==> src/rtl/ttlc_icu.sv <==
// ttlc_icu: one-bit industrial control unit with a 3-cycle FETCH/LOAD/EXEC sequence.
// Define TTLC_ICU_STACK_EN to build in the STACK_DEPTH-entry JMP/RTN return stack.
module ttlc_icu #(
  parameter logic [7:0]  RESET_PC    = 8'h00,
  parameter int unsigned STACK_DEPTH = 4
) (
  input  logic        clk,
  input  logic        rst,
  input  logic        run,
  output logic [7:0]  prog_addr,
  output logic        prog_re,
  input  logic [11:0] prog_data,
  output logic [7:0]  io_addr,
  output logic        io_we,
  output logic        io_wdata,
  input  logic        io_rdata,
  output logic        rr,
  output logic        ien,
  output logic        oen,
  output logic        flag_o,
  output logic        flag_f,
  output logic        jmp_p,
  output logic        rtn_p,
  output logic        halted
);

  typedef enum logic [1:0] {S_IDLE, S_FETCH, S_LOAD, S_EXEC} state_t;

  typedef enum logic [3:0] {
    OP_NOPO, OP_LD,  OP_LDC, OP_AND, OP_ANDC, OP_OR,  OP_ORC, OP_XNOR,
    OP_STO,  OP_STOC, OP_IEN, OP_OEN, OP_JMP, OP_RTN, OP_SKZ, OP_NOPF
  } op_t;

  if (STACK_DEPTH == 0) begin : g_bad_depth
    $error("STACK_DEPTH must be at least 1");
  end

  state_t      state_q;
  logic [7:0]  pc_q;
  logic [11:0] ir_q;
  logic        rr_q, ien_q, oen_q, skip_q;
  logic        prog_re_q, io_we_q, io_wdata_q, halted_q;
  logic        flag_o_q, flag_f_q, jmp_p_q, rtn_p_q;

  op_t         op_ex, op_ld;
  logic        d_eff, rr_d;
  logic [7:0]  pc_inc;

`ifdef TTLC_ICU_STACK_EN
  localparam int unsigned CW = $clog2(STACK_DEPTH + 1);
  logic [7:0]    stk_q [STACK_DEPTH];
  logic [CW-1:0] stk_cnt_q;
`endif

  always_comb begin
    op_ex  = op_t'(ir_q[11:8]);
    op_ld  = op_t'(prog_data[11:8]);
    d_eff  = io_rdata & ien_q;
    pc_inc = pc_q + 8'd1;
    rr_d   = rr_q;
    case (op_ex)
      OP_LD:   rr_d = d_eff;
      OP_LDC:  rr_d = ~d_eff;
      OP_AND:  rr_d = rr_q & d_eff;
      OP_ANDC: rr_d = rr_q & ~d_eff;
      OP_OR:   rr_d = rr_q | d_eff;
      OP_ORC:  rr_d = rr_q | ~d_eff;
      OP_XNOR: rr_d = ~(rr_q ^ d_eff);
      default: rr_d = rr_q;
    endcase
  end

  always_ff @(posedge clk or posedge rst) begin
    if (rst) begin
      state_q    <= S_IDLE;
      pc_q       <= RESET_PC;
      ir_q       <= '0;
      rr_q       <= 1'b0;
      ien_q      <= 1'b1;
      oen_q      <= 1'b1;
      skip_q     <= 1'b0;
      prog_re_q  <= 1'b0;
      io_we_q    <= 1'b0;
      io_wdata_q <= 1'b0;
      halted_q   <= 1'b1;
      flag_o_q   <= 1'b0;
      flag_f_q   <= 1'b0;
      jmp_p_q    <= 1'b0;
      rtn_p_q    <= 1'b0;
`ifdef TTLC_ICU_STACK_EN
      stk_cnt_q  <= '0;
      for (int unsigned i = 0; i < STACK_DEPTH; i++) stk_q[i] <= '0;
`endif
    end else begin
      prog_re_q <= 1'b0;
      io_we_q   <= 1'b0;
      flag_o_q  <= 1'b0;
      flag_f_q  <= 1'b0;
      jmp_p_q   <= 1'b0;
      rtn_p_q   <= 1'b0;
      case (state_q)
        S_IDLE: begin
          if (run) begin
            state_q   <= S_FETCH;
            prog_re_q <= 1'b1;
            halted_q  <= 1'b0;
          end
        end
        S_FETCH: state_q <= S_LOAD;
        S_LOAD: begin
          // EXEC-cycle strobes are decoded from the arriving word so they come straight from flops.
          state_q    <= S_EXEC;
          ir_q       <= prog_data;
          io_wdata_q <= rr_q ^ (op_ld == OP_STOC);
          if (!skip_q) begin
            io_we_q  <= oen_q && ((op_ld == OP_STO) || (op_ld == OP_STOC));
            flag_o_q <= (op_ld == OP_NOPO);
            flag_f_q <= (op_ld == OP_NOPF);
            jmp_p_q  <= (op_ld == OP_JMP);
            rtn_p_q  <= (op_ld == OP_RTN);
          end
        end
        S_EXEC: begin
          pc_q   <= pc_inc;
          skip_q <= 1'b0;
          if (!skip_q) begin
            rr_q <= rr_d;
            case (op_ex)
              OP_IEN: ien_q <= io_rdata;
              OP_OEN: oen_q <= io_rdata;
              OP_SKZ: skip_q <= ~rr_q;
              OP_JMP: begin
                pc_q <= ir_q[7:0];
`ifdef TTLC_ICU_STACK_EN
                for (int unsigned i = STACK_DEPTH - 1; i > 0; i--) stk_q[i] <= stk_q[i - 1];
                stk_q[0] <= pc_inc;
                if (stk_cnt_q != CW'(STACK_DEPTH)) stk_cnt_q <= stk_cnt_q + CW'(1);
`endif
              end
              OP_RTN: begin
`ifdef TTLC_ICU_STACK_EN
                if (stk_cnt_q != '0) begin
                  pc_q <= stk_q[0];
                  for (int unsigned i = 0; i + 1 < STACK_DEPTH; i++) stk_q[i] <= stk_q[i + 1];
                  stk_cnt_q <= stk_cnt_q - CW'(1);
                end else begin
                  skip_q <= 1'b1;
                end
`else
                skip_q <= 1'b1;
`endif
              end
              default: ;
            endcase
          end
          if (run) begin
            state_q   <= S_FETCH;
            prog_re_q <= 1'b1;
          end else begin
            state_q  <= S_IDLE;
            halted_q <= 1'b1;
          end
        end
        default: state_q <= S_IDLE;
      endcase
    end
  end

  assign prog_addr = pc_q;
  assign prog_re   = prog_re_q;
  assign io_addr   = ir_q[7:0];
  assign io_we     = io_we_q;
  assign io_wdata  = io_wdata_q;
  assign rr        = rr_q;
  assign ien       = ien_q;
  assign oen       = oen_q;
  assign flag_o    = flag_o_q;
  assign flag_f    = flag_f_q;
  assign jmp_p     = jmp_p_q;
  assign rtn_p     = rtn_p_q;
  assign halted    = halted_q;

endmodule
==> config.mk <==
export PLATFORM = sky130hd
export DESIGN_NAME = ttlc_icu
export DESIGN_NICKNAME = d
export VERILOG_FILES = /design/src/rtl/ttlc_icu.sv
export SDC_FILE = /design/constraint.sdc
export NUM_CORES = 1
export LEC_CHECK = 0
export ABC_AREA = 0
export CAP_MARGIN = 20
export CORE_ASPECT_RATIO = 1.2
export CORE_MARGIN = 4
export CORE_UTILIZATION = 49
export CTS_CLUSTER_DIAMETER = 150
export DETAILED_ROUTE_END_ITERATION = 10
export MAX_ROUTING_LAYER = met4
export PLACE_DENSITY = 0.79
export SLEW_MARGIN = 20
export SYNTH_ARGS = -nofsm -noshare
export SYNTH_HDL_FRONTEND = slang
export SYNTH_SLANG_ARGS = --single-unit
==> constraint.sdc <==
create_clock -name clk -period 1.8 [get_ports clk]
set_input_delay 0.45 -clock clk [delete_from_list [all_inputs] [get_ports clk]]
set_output_delay 0.45 -clock clk [all_outputs]
set_load 0.02 [all_outputs]
# Word-level counts from Yosys, hierarchy flattened
# Cells that the tools add are included.
# word_totals
regBits,34
latchBits,0
ramBits,0
rom_bits,0
input_bits,16
out_inout_bits,27
elab_cells,83
memories,0
# classes
addsub,1
n_mul,0
n_div,0
n_lt_le_gt_ge,0
eq_ne,22
shift,0
n_mux,23
bitwise,11
reduce_logical,11
# ops
op,count
"== test 4 bit, second input constant",10
"== test 4 x 3 -> 1 bit, second input constant",4
two-way mux 1 bit,16
two-way mux 8 bit,2
AND reduction 3 bit,4
"adder 8 x 1 -> 8 bit, second input constant",1
"== test 4 x 2 -> 1 bit, second input constant",2
case mux 2 bit (4 select lines),1
case mux 1 bit (7 select lines),1
nonzero test 7 bit,1
"== test 2 bit, second input constant",2
"== test 4 x 1 -> 1 bit, second input constant",1
zero test 4 bit,1
"!= test 2 bit, second input constant",2
NOT 1 bit,4
case mux 1 bit (2 select lines),2
AND 1 bit,3
"== test 2 x 1 -> 1 bit, second input constant",1
zero test 2 bit,1
two-way mux 2 bit,1
bitwise OR 1 bit,2
nonzero test 2 bit,1
OR reduction 2 bit,1
XOR 1 bit,2
other kinds (2),2

# Depth between registers and ports, before layout
# Gate-level depths: netlist of run 1.
# depth
depth_word,5
ltp_mapped,6

# Worst setup path after synthesis of run 1
# Ideal clock, no wire load.
# synth_timing
kind,reg2reg
start,register state_q[0]
end,register ir_q[11]
setup_time_ps,125
arrival_ps,1429
t_required_ps,1675
path_slack_ps,246
stages_incl_launch_ff,6
period_less_slack_ps,1554
cell_sequence,dfrtp_1 -> inv_1 -> ha_1 -> clkbuf_1 -> buf_2 -> mux2_2
# synth_between
elab_chain_cells,1
# synth_rtl
item,line,text
"start, declared",38,state_t state_q;
"start signal, assigned",75,state_q <= S_IDLE;
"start signal, assigned",104,state_q <= S_FETCH;
"start signal, assigned",109,S_FETCH: state_q <= S_LOAD;
== test 2 bit,101,case (state_q)
"end signal, assigned",113,ir_q <= prog_data;
"end, declared",40,logic [11:0] ir_q;
# Every way passes these cells.
# A chain may end at the register's enable or synchronous reset.

# Worst setup path after layout of run 1
# layout_timing
start,"register pc_q[7], in the netlist prog_addr[7]"
end,output prog_addr[7]
# layout_lines
item,line,text
"start, declared",39,logic [7:0] pc_q;
"start signal, assigned",124,pc_q <= pc_inc;
"start signal, assigned",133,pc_q <= ir_q[7:0];
"end, declared",10,"output logic [7:0] prog_addr,"
# No word-level cell between the ends.

==> results of run 1 <==
==> logic make-up after synthesis <==
| kind of cell | Yosys count | share of synthesized area [%] |
|---|---|---|
| simple gates | 56 | 16.4 |
| flops | 34 | 48.8 |
| compound gates | 24 | 10.2 |
| buf+inv | 21 | 6.93 |
| mux | 21 | 13.1 |
| fa+ha+maj | 5 | 3.57 |
| xor+xnor | 2 | 1.00 |
==> worst register-to-register path, stage by stage, from the launching register on <==
cell	delay [ps]
dfrtp_1	400
nand3b_2	240
or3_4	450
mux2i_1	170
a22oi_1	230
==> cells in the mapped netlist (all sizes together), types with 2 or more instances <==
| library cell | number | area (µm²) |
|---|---|---|
| dfrtp | 31 | 776 |
| mux2 | 15 | 169 |
| nand2 | 15 | 56.3 |
| buf | 13 | 91.3 |
| nor2 | 12 | 45.0 |
| inv | 6 | 22.5 |
| mux2i | 6 | 60.1 |
| nand3 | 6 | 30.0 |
| nor3 | 6 | 30.0 |
| ha | 5 | 62.6 |
| a21oi | 4 | 20.0 |
| a31oi | 4 | 25.0 |
| a21boi | 3 | 33.8 |
| a2bb2oi | 3 | 26.3 |
| dfstp | 3 | 78.8 |
| o21ai | 3 | 15.0 |
| a22oi | 2 | 15.0 |
| and3 | 2 | 12.5 |
| and4 | 2 | 17.5 |
| clkbuf | 2 | 7.51 |
| nand2b | 2 | 12.5 |
| nand3b | 2 | 18.8 |
| nand4 | 2 | 12.5 |
| nor2b | 2 | 12.5 |
| nor4 | 2 | 12.5 |
==> how the worst max path moves through the flow <==
stage	end	cells past startpoint	slack (ps)
finish	prog_addr[7]	1	60
global route	io_addr[0]	1	10
floorplan	ir_q[11]$_DFFE_PP0P_	5	250
CTS	io_addr[3]	1	20
detailed placement	rr$_DFFE_PP0P_	5	80
global placement	rr$_DFFE_PP0P_	5	170
==> layer usage <==
metal / up-vias / wire length (µm)
li1: 644 / -
met1: 646 / 1540
met2: 34 / 1880
met3: 5 / 217
met4: 0 / 46
met5: - / 0
==> what timing repair did <==
action,in CTS,in global routing
pin swaps,0,0
endpoints found under the setup margin,8,4
resized for setup,8,4
==> final cells by class <==
| class | instances | area (µm²) |
|---|---|---|
| fill | 276 | 1140 |
| clock inverter | 3 | 40.0 |
| tap | 37 | 46.3 |
| sequential | 34 | 855 |
| timing repair buffer | 46 | 450 |
| multi-input combinational | 108 | 774 |
| clock buffer | 5 | 68.8 |
| inverter | 6 | 22.5 |
==> report_power, final <==
group	internal, mW	switching, mW	total (mW)
combinational	0.988	1.01	2.00
clock	0.407	0.272	0.679
sequential	1.12	0.386	1.51
total	2.51	1.67	4.18
==> layout by cell type, fill, tap and decap left out, types with 6 or more instances in the layout <==
cell,instances
clkdlybuf4s50_1,30
dfrtp_1,31
dlygate4sd2_1,8
inv_1,6
mux2_2,15
mux2i_1,6
nand2_1,15
nand3_1,6
nor2_1,12
nor3_1,6
==> per-stage QoR <==
step                area [µm²]  power (mW)  utilization (%)  hold WS (ps)
floorplan                 1750        2.91                -           495
global placement          2150        3.49             63.3           499
detailed placement        2150        3.60             63.3           504
CTS                       2250        4.22             66.2           512
global route              2260        4.48             66.5           553
finish                    2260        4.18             66.5           509
==> key figures, run 1 <==
Setup path
  – Worst stage delay on the critical path: 620 ps
  – Cells on worst reg2reg path: 4
  – Crit-path slowest cell: clkdlybuf4s50_1
  – Worst path top cell family by delay: buffers and inverters
  – Crit path launch: prog_addr[7]$_DFFE_PP0N_
  – Critical Path AT: 1290 ps
  – Critical R2R Launch: skip_q$_DFFE_PP0N_
  – Reg2reg end: prog_addr[4]$_DFFE_PP0N_
  – Reg2reg setup slack: 220 ps
  – CP required: 1350 ps
  – Kind of critical path: flop to output port
  – CP Buf/Inv Count: 1
  – Worst setup SP type: flop
  – Crit path max fanout: 3
  – CP Cell Sequence: clkdlybuf4s50_1
  – CP endpoint kind: output port

Timing
  – Max Fclk: 575 MHz
  – Final min period: 1740 ps
  – Slew Limit Fails: 0
  – Final period utilization: 96.5%
  – Fin Setup TNS: 0 ps
  – Post-route setup slack: 62.2 ps
  – Worst relative slew slack: 71.8%
  – Final Skew: 3.00 ps
  – Final setup vio count: 0
  – Worst Tran Pin Value: 424 ps
  – RSZ-0062 raised after global routing: false
  – Final Hold Viols: 0

Routing
  – 1st-pass router iterations: 4
  – Vias per inst: 5.56
  – Final wirelength: 3690 µm
  – Post-DRT Antenna Nets: 0
  – Total number of vias: 1329
  – Post-route DRC: 0
  – Post-DR wirelength/cell: 15.4 µm
  – DR iter-0 viols: 59

Layout
  – Max FFs per register: 12
  – Biggest register: ir_q
  – Nets: 222
  – Number of diodes: 0
  – Layout cell share with drive strength beyond 1: 17.3%
  – Final Non-Filler Cells: 239
  – Area delta synth->final: 28.9%

Synthesis
  – Synth warn: 0
  – Sequential share of the synthesized area: 48.8%
  – Synth Flop Type: dfrtp_1
  – Seq cells post-synth: 34
  – Synth Area per Inst: 10.7 µm²
  – Post-synth design cell area: 1750 µm²
  – Syn Inst Count: 163
  – Cell variety after synth: 38
  – Syn Nets: 184
  – Post-synth ARST share: 100%
  – Post-synth EDFFs: 0

Global route
  – Initial antenna violation count: 0
  – Met1 usage: 19.2%
  – Met3 usage: 6.73%
  – GRT met2 Usage: 30.7%
  – Most crowded layer after global routing: met2
  – Vias in the first global route: 1303
  – Gr usage total: 17.9%
  – Largest net degree at the start of global routing: 35
  – GRT overflow: 0
  – First-pass GRT wire length: 6150 µm

Placement
  – Pre-CTS setup slack: 78.3 ps
  – PortBufs: 42
  – DP Wirelength: 2740 µm
  – Placer Congestion: 0.826
  – Dpl cells: 231

Run
  – Max cap viols: 0

Clocking
  – # hold bufs at CTS: 0
  – Cts bufs inserted: 5
  – Clock latency on the worst-skew pair: 290 ps
  – CTS H-Tree Depth: 2
  – Clock sinks: 34
  – CTS max path bufs: 2
  – CTS tree: done
  – Root Buffer: clkbuf_8
  – # Post-CTS Setup Buffers: 0
  – Reg clk slew, reported paths: 70 ps

Floorplan
  – Core ar.: 3400 µm²
  – Die outline width: 62.6 µm
  – Die span in y: 73.5 µm
  – Die ar.: 4600 µm²
  – Core Rows: 23
  – I/O pins: 43
  – Initial Utilization: 51.5%

Min path
  – WHS Path Cells: 2
  – Hold Crit Start: halted$_DFFE_PP1P_
  – Hold endpoint: halted$_DFFE_PP1P_
  – Worst min path class: flop to flop

Outcome
  – Outcome: finished clean

Pwr
  – P_leak: 1.03 nW
  – Max IR drop VDD: 0.000818 V
  – Cell Pwr Density: 1850 nW/µm²
(Power assumes the default switching activity.)
==> run 2, diff against run 1 <==
Settings changed: CORE_MARGIN 4 to 2.
==> key figures, run 2 (synthesized netlist as in run 1, its figures left out) <==
Pwr
  – P_leak: 1.01 nW (-1.9%)
  – Cell Pwr Density: 1810 nW/µm² (-2.4%)
  – Max IR drop VDD: 0.00115 V (+41%)

Clocking
  – Clock sinks: 34 (unchanged)
  – Clock latency on the worst-skew pair: 290 ps (about the same)
  – CTS H-Tree Depth: 2 (unchanged)
  – CTS tree: done
  – Reg clk slew, reported paths: 60 ps (about the same)
  – # Post-CTS Setup Buffers: 0 (unchanged)
  – CTS max path bufs: 2 (unchanged)
  – # hold bufs at CTS: 0 (unchanged)
  – Root Buffer: clkbuf_8
  – Cts bufs inserted: 5 (unchanged)

Layout
  – Fillers: 276 (unchanged)
  – Most frequent cells in the layout: dfrtp_1 (31), clkdlybuf4s50_1 (31), mux2_2 (15), nand2_1 (15), nor2_1 (12)
  – Number of diodes: 0 (unchanged)
  – Layout cell share with drive strength beyond 1: 16.8% (-0.50 points)
  – Area delta synth->final: 28.3%
  – Nets: 222 (unchanged)
  – Max FFs per register: 12 (unchanged)
  – Biggest register: ir_q

Floorplan
  – Die span in y: 69.5 µm (-5.4%)
  – Initial Utilization: 52.0% (+0.44 points)
  – Die ar.: 4070 µm² (-11%)
  – Die outline width: 58.6 µm (-6.4%)
  – Core ar.: 3370 µm² (-0.85%)
  – Core Rows: 23 (unchanged)
  – I/O pins: 43 (unchanged)

Routing
  – Vias per inst: 5.62 (+1.1%)
  – DR iter-0 viols: 49 (-17%)
  – Post-DRT Antenna Nets: 0 (unchanged)
  – Post-DR wirelength/cell: 14.8 µm (-4.1%)
  – 1st-pass router iterations: 4 (unchanged)
  – Final wirelength: 3540 µm (-4.1%)
  – Total number of vias: 1343 (+1.1%)
  – Post-route DRC: 0 (unchanged)

Timing
  – Worst relative slew slack: 78.7% (+6.9 points)
  – Final period utilization: 97.6% (+1.1 points)
  – Worst Tran Pin Value: 320 ps (-104 ps)
  – RSZ-0062 raised after global routing: false
  – Final Hold Viols: 0 (unchanged)
  – Final Skew: 2.19 ps (-0.812 ps)
  – Post-route setup slack: 42.6 ps (-19.6 ps)
  – Final min period: 1760 ps (+19.6 ps)
  – Slew Limit Fails: 0 (unchanged)
  – Final setup vio count: 0 (unchanged)
  – Fin Setup TNS: 0 ps (unchanged)
  – Max Fclk: 569 MHz (-1.1%)

Global route
  – GRT overflow: 0 (unchanged)
  – Largest net degree at the start of global routing: 35 (unchanged)
  – First-pass GRT wire length: 6220 µm (+1.2%)
  – Initial antenna violation count: 0 (unchanged)
  – Vias in the first global route: 1418 (+8.8%)
  – Gr usage total: 20.8% (+3.0 points)

Setup path
  – Crit-path slowest cell: clkdlybuf4s50_1
  – CP required: 1350 ps (about the same)
  – Kind of critical path: flop to output port
  – Critical Path AT: 1310 ps (+20 ps)
  – CP Buf/Inv Count: 1 (unchanged)
  – Worst setup SP type: flop
  – Worst path top cell family by delay: buffers and inverters
  – CP Cell Sequence: clkdlybuf4s50_1
  – Worst stage delay on the critical path: 620 ps (about the same)
  – CP endpoint kind: output port
  – Crit path max fanout: 5 (+2)

Placement
  – PortBufs: 42 (unchanged)
  – DP Wirelength: 2650 µm (-3.2%)
  – Pre-CTS setup slack: 97.2 ps (+18.8 ps)
  – Placer Congestion: 0.852 (+3.1%)

Run
  – Max cap viols: 0 (unchanged)

Outcome
  – Outcome: finished clean

Min path
  – Worst min path class: input port to async pin
[run 2: metal layers]
layer  track usage [%]  wire, µm  share of wire (%)  vias up
met4              10.1        88                2.5        0
met3              5.78       184                5.2        9
met2              35.5      1890                 53       39
li1                  -         -                  -      647
met1              21.4      1370                 39      648
met5                 -         0                  0        -
[run 2: final timing paths]
kind	start	to	slack, ps	cells after the start
setup / recovery	prog_addr[3]$_DFFE_PP0N_	prog_addr[3]	40	1
hold / removal	rst	ir_q[6]$_DFFE_PP0P_	500	3
setup reg to reg	state_q[0]$_DFFE_PP0P_	ir_q[6]$_DFFE_PP0P_	270	4
hold reg to reg	halted$_DFFE_PP1P_	halted$_DFFE_PP1P_	520	2
max in group asynchronous	rst	halted$_DFFE_PP1P_	1050	3
min in group clk	halted$_DFFE_PP1P_	halted$_DFFE_PP1P_	520	2
[run 2: power breakdown]
group          leakage, nW  switching (mW)  internal, mW
clock               0.0482           0.264         0.308
combinational        0.558           0.989         0.990
sequential           0.406           0.387          1.12
total                 1.01            1.64          2.42
[run 2: cell type report]
cell class	count	area, µm²	area share (%)
sequential	34	855	38.1
multi-input combinational	108	774	34.5
timing repair buffer	46	457	20.3
clock buffer	7	86.3	3.84
tap	37	46.3	2.06
inverter	6	22.5	1.00
clock inverter	1	5.00	0.223
[run 2: tightest hold or removal path, delay by kind of cell]
kind / cells / cell delay (ps)
buffers and inverters: 3 / 690
[run 2: timing repair]
| action | 4_1_cts | 5_1_grt |
|---|---|---|
| endpoints found under the setup margin | 9 | 2 |
| resized for setup | 9 | 2 |
| hold endpoints to repair | 0 | 0 |
| pin swaps | 0 | 0 |
[run 2: metrics by stage]
stage / instances / area (µm²) / utilization (%) / hold slack (ps) / total power, mW
final: 239 / 2250 / 66.7 / 500 / 4.06
after global routing: 239 / 2250 / 66.7 / 545 / 4.37
after CTS: 239 / 2240 / 66.6 / 508 / 4.11
after detailed placement: 231 / 2160 / 64.2 / 519 / 3.60
after global placement: 231 / 2160 / 64.2 / 500 / 3.49
after floorplan: 163 / 1750 / - / 495 / 2.91
==> run 3, diff against run 2 <==
Settings changed: ABC_AREA 0 to not set, MAX_ROUTING_LAYER met4 to not set.
==> key figures, run 3 (synthesized netlist as in run 1, its figures left out) <==
Timing
  – Final Hold Viols: 0 (unchanged)
  – Final Skew: 2.21 ps (+0.0150 ps)
  – Final setup vio count: 0 (unchanged)
  – Fin Setup TNS: 0 ps (unchanged)
  – Worst Tran Pin Value: 320 ps (-0.403 ps)
  – Max Fclk: 569 MHz (about the same)
  – Slew Limit Fails: 0 (unchanged)
  – Worst Hold Slack: 499 ps (-0.225 ps)
  – RSZ-0062 raised after global routing: false
  – Final period utilization: 97.6% (about the same)
  – Worst relative slew slack: 78.7% (about the same)
  – Final min period: 1760 ps (+0.224 ps)

Floorplan
  – Core ar.: 3370 µm² (unchanged)
  – Die outline width: 58.6 µm (unchanged)
  – Initial Utilization: 52.0% (unchanged)
  – Core Rows: 23 (unchanged)
  – Die span in y: 69.5 µm (unchanged)
  – I/O pins: 43 (unchanged)
  – Die ar.: 4070 µm² (unchanged)

Placement
  – DP Wirelength: 2650 µm (unchanged)
  – PortBufs: 42 (unchanged)
  – Dpl cells: 231 (unchanged)
  – Placer Congestion: 0.839 (-1.5%)

Setup path
  – CP endpoint kind: output port
  – CP Buf/Inv Count: 1 (unchanged)
  – Crit path max fanout: 5 (unchanged)
  – Critical Path AT: 1310 ps (about the same)
  – Crit-path slowest cell: clkdlybuf4s50_1
  – CP required: 1350 ps (about the same)
  – CP Cell Sequence: clkdlybuf4s50_1
  – Worst stage delay on the critical path: 620 ps (about the same)
  – Worst path top cell family by delay: buffers and inverters
  – Kind of critical path: flop to output port
  – Worst setup SP type: flop
  – Critical R2R Launch: state_q[0]$_DFFE_PP0P_
  – Crit path launch: prog_addr[3]$_DFFE_PP0N_
  – Reg2reg setup slack: 270 ps (about the same)
  – Reg2reg end: ir_q[6]$_DFFE_PP0P_
  – Cells on worst reg2reg path: 4 (unchanged)

Layout
  – FF+latch area: 855 µm² (unchanged)
  – Nets: 222 (unchanged)
  – Biggest register: ir_q
  – Fillers: 276 (unchanged)
  – Most frequent cells in the layout: dfrtp_1 (31), clkdlybuf4s50_1 (31), mux2_2 (15), nand2_1 (15), nor2_1 (12)
  – Max FFs per register: 12 (unchanged)
  – Area delta synth->final: 28.3% (unchanged)
  – Layout cell share with drive strength beyond 1: 16.8% (unchanged)
  – Number of diodes: 0 (unchanged)
  – Final Non-Filler Cells: 239 (unchanged)
  – Area of the multi-input gates: 774 µm² (unchanged)

Pwr
  – Cell Pwr Density: 1810 nW/µm² (about the same)
  – P_leak: 1.01 nW (unchanged)
  – Max IR drop VDD: 0.00115 V (about the same)

Global route
  – GRT overflow: 0 (unchanged)
  – Gr usage total: 20.3% (-0.56 points)
  – Initial antenna violation count: 0 (unchanged)
  – Largest net degree at the start of global routing: 35 (unchanged)
  – Vias in the first global route: 1419 (+0.071%)
  – First-pass GRT wire length: 6220 µm (-0.11%)

Clocking
  – Clock sinks: 34 (unchanged)
  – CTS max path bufs: 2 (unchanged)
  – CTS H-Tree Depth: 2 (unchanged)
  – CTS tree: done
  – # hold bufs at CTS: 0 (unchanged)
  – Root Buffer: clkbuf_8
  – Clock latency on the worst-skew pair: 290 ps (about the same)
  – Reg clk slew, reported paths: 60 ps (about the same)
  – Cts bufs inserted: 5 (unchanged)

Routing
  – Final wirelength: 3540 µm (about the same)
  – Post-DR wirelength/cell: 14.8 µm (about the same)
  – Vias per inst: 5.62 (about the same)
  – DR iter-0 viols: 47 (-4.1%)
  – Post-route DRC: 0 (unchanged)
  – 1st-pass router iterations: 4 (unchanged)
  – Total number of vias: 1342 (-0.074%)
  – Post-DRT Antenna Nets: 0 (unchanged)

Min path
  – Worst min path class: input port to async pin

Outcome
  – Outcome: finished clean

Run
  – Max cap viols: 0 (unchanged)
==> run 3: through the flow <==
stage | power, mW | instance area [µm²] | util [%] | setup WS, ps
4_1_cts | 4.11 | 2240 | 66.6 | 22.2
3_3_place_gp | 3.49 | 2160 | 64.2 | 170
2_1_floorplan | 2.91 | 1750 | - | 246
5_1_grt | 4.37 | 2250 | 66.7 | 0.718
3_5_place_dp | 3.60 | 2160 | 64.2 | 97.2
6_report | 4.06 | 2250 | 66.7 | 42.4
==> run 3: what timing repair did <==
action,CTS,global route
endpoints found under the setup margin,9,2
gates resized for setup,9,2
gates cloned,0,0
buffers inserted,0,0
hold endpoints to repair,0,0
==> run 3: routing by layer <==
| layer | GRT usage (%) | wire length (µm) | part of all wire (%) |
|---|---|---|---|
| met5 | 0 | 0 | 0 |
| met4 | 10.1 | 88 | 2.5 |
| met3 | 5.97 | 188 | 5.3 |
| met2 | 35.5 | 1890 | 53 |
| met1 | 21.3 | 1370 | 39 |
==> run 3: worst max path at each step <==
stage	to	slack, ps	cells after the start
final	prog_addr[3]	40	1
after global routing	prog_addr[3]	0.7	1
after CTS	io_addr[3]	20	1
after detailed placement	rr$_DFFE_PP0P_	100	5
after global placement	rr$_DFFE_PP0P_	170	5
after floorplan	ir_q[11]$_DFFE_PP0P_	250	5
==> run 3: power by group <==
group	internal (mW)	switching [mW]
sequential	1.12	0.387
clock	0.308	0.265
combinational	0.990	0.989
total	2.42	1.64
==> run 3: area by class of cell <==
cell class / instances / area share [%]
flip-flops and latches: 34 / 38.1
multi-input cells: 108 / 34.5
repair buffers: 46 / 20.3
clock buffers: 7 / 3.84
well taps: 37 / 2.06
inverters: 6 / 1.00
clock inverters: 1 / 0.223
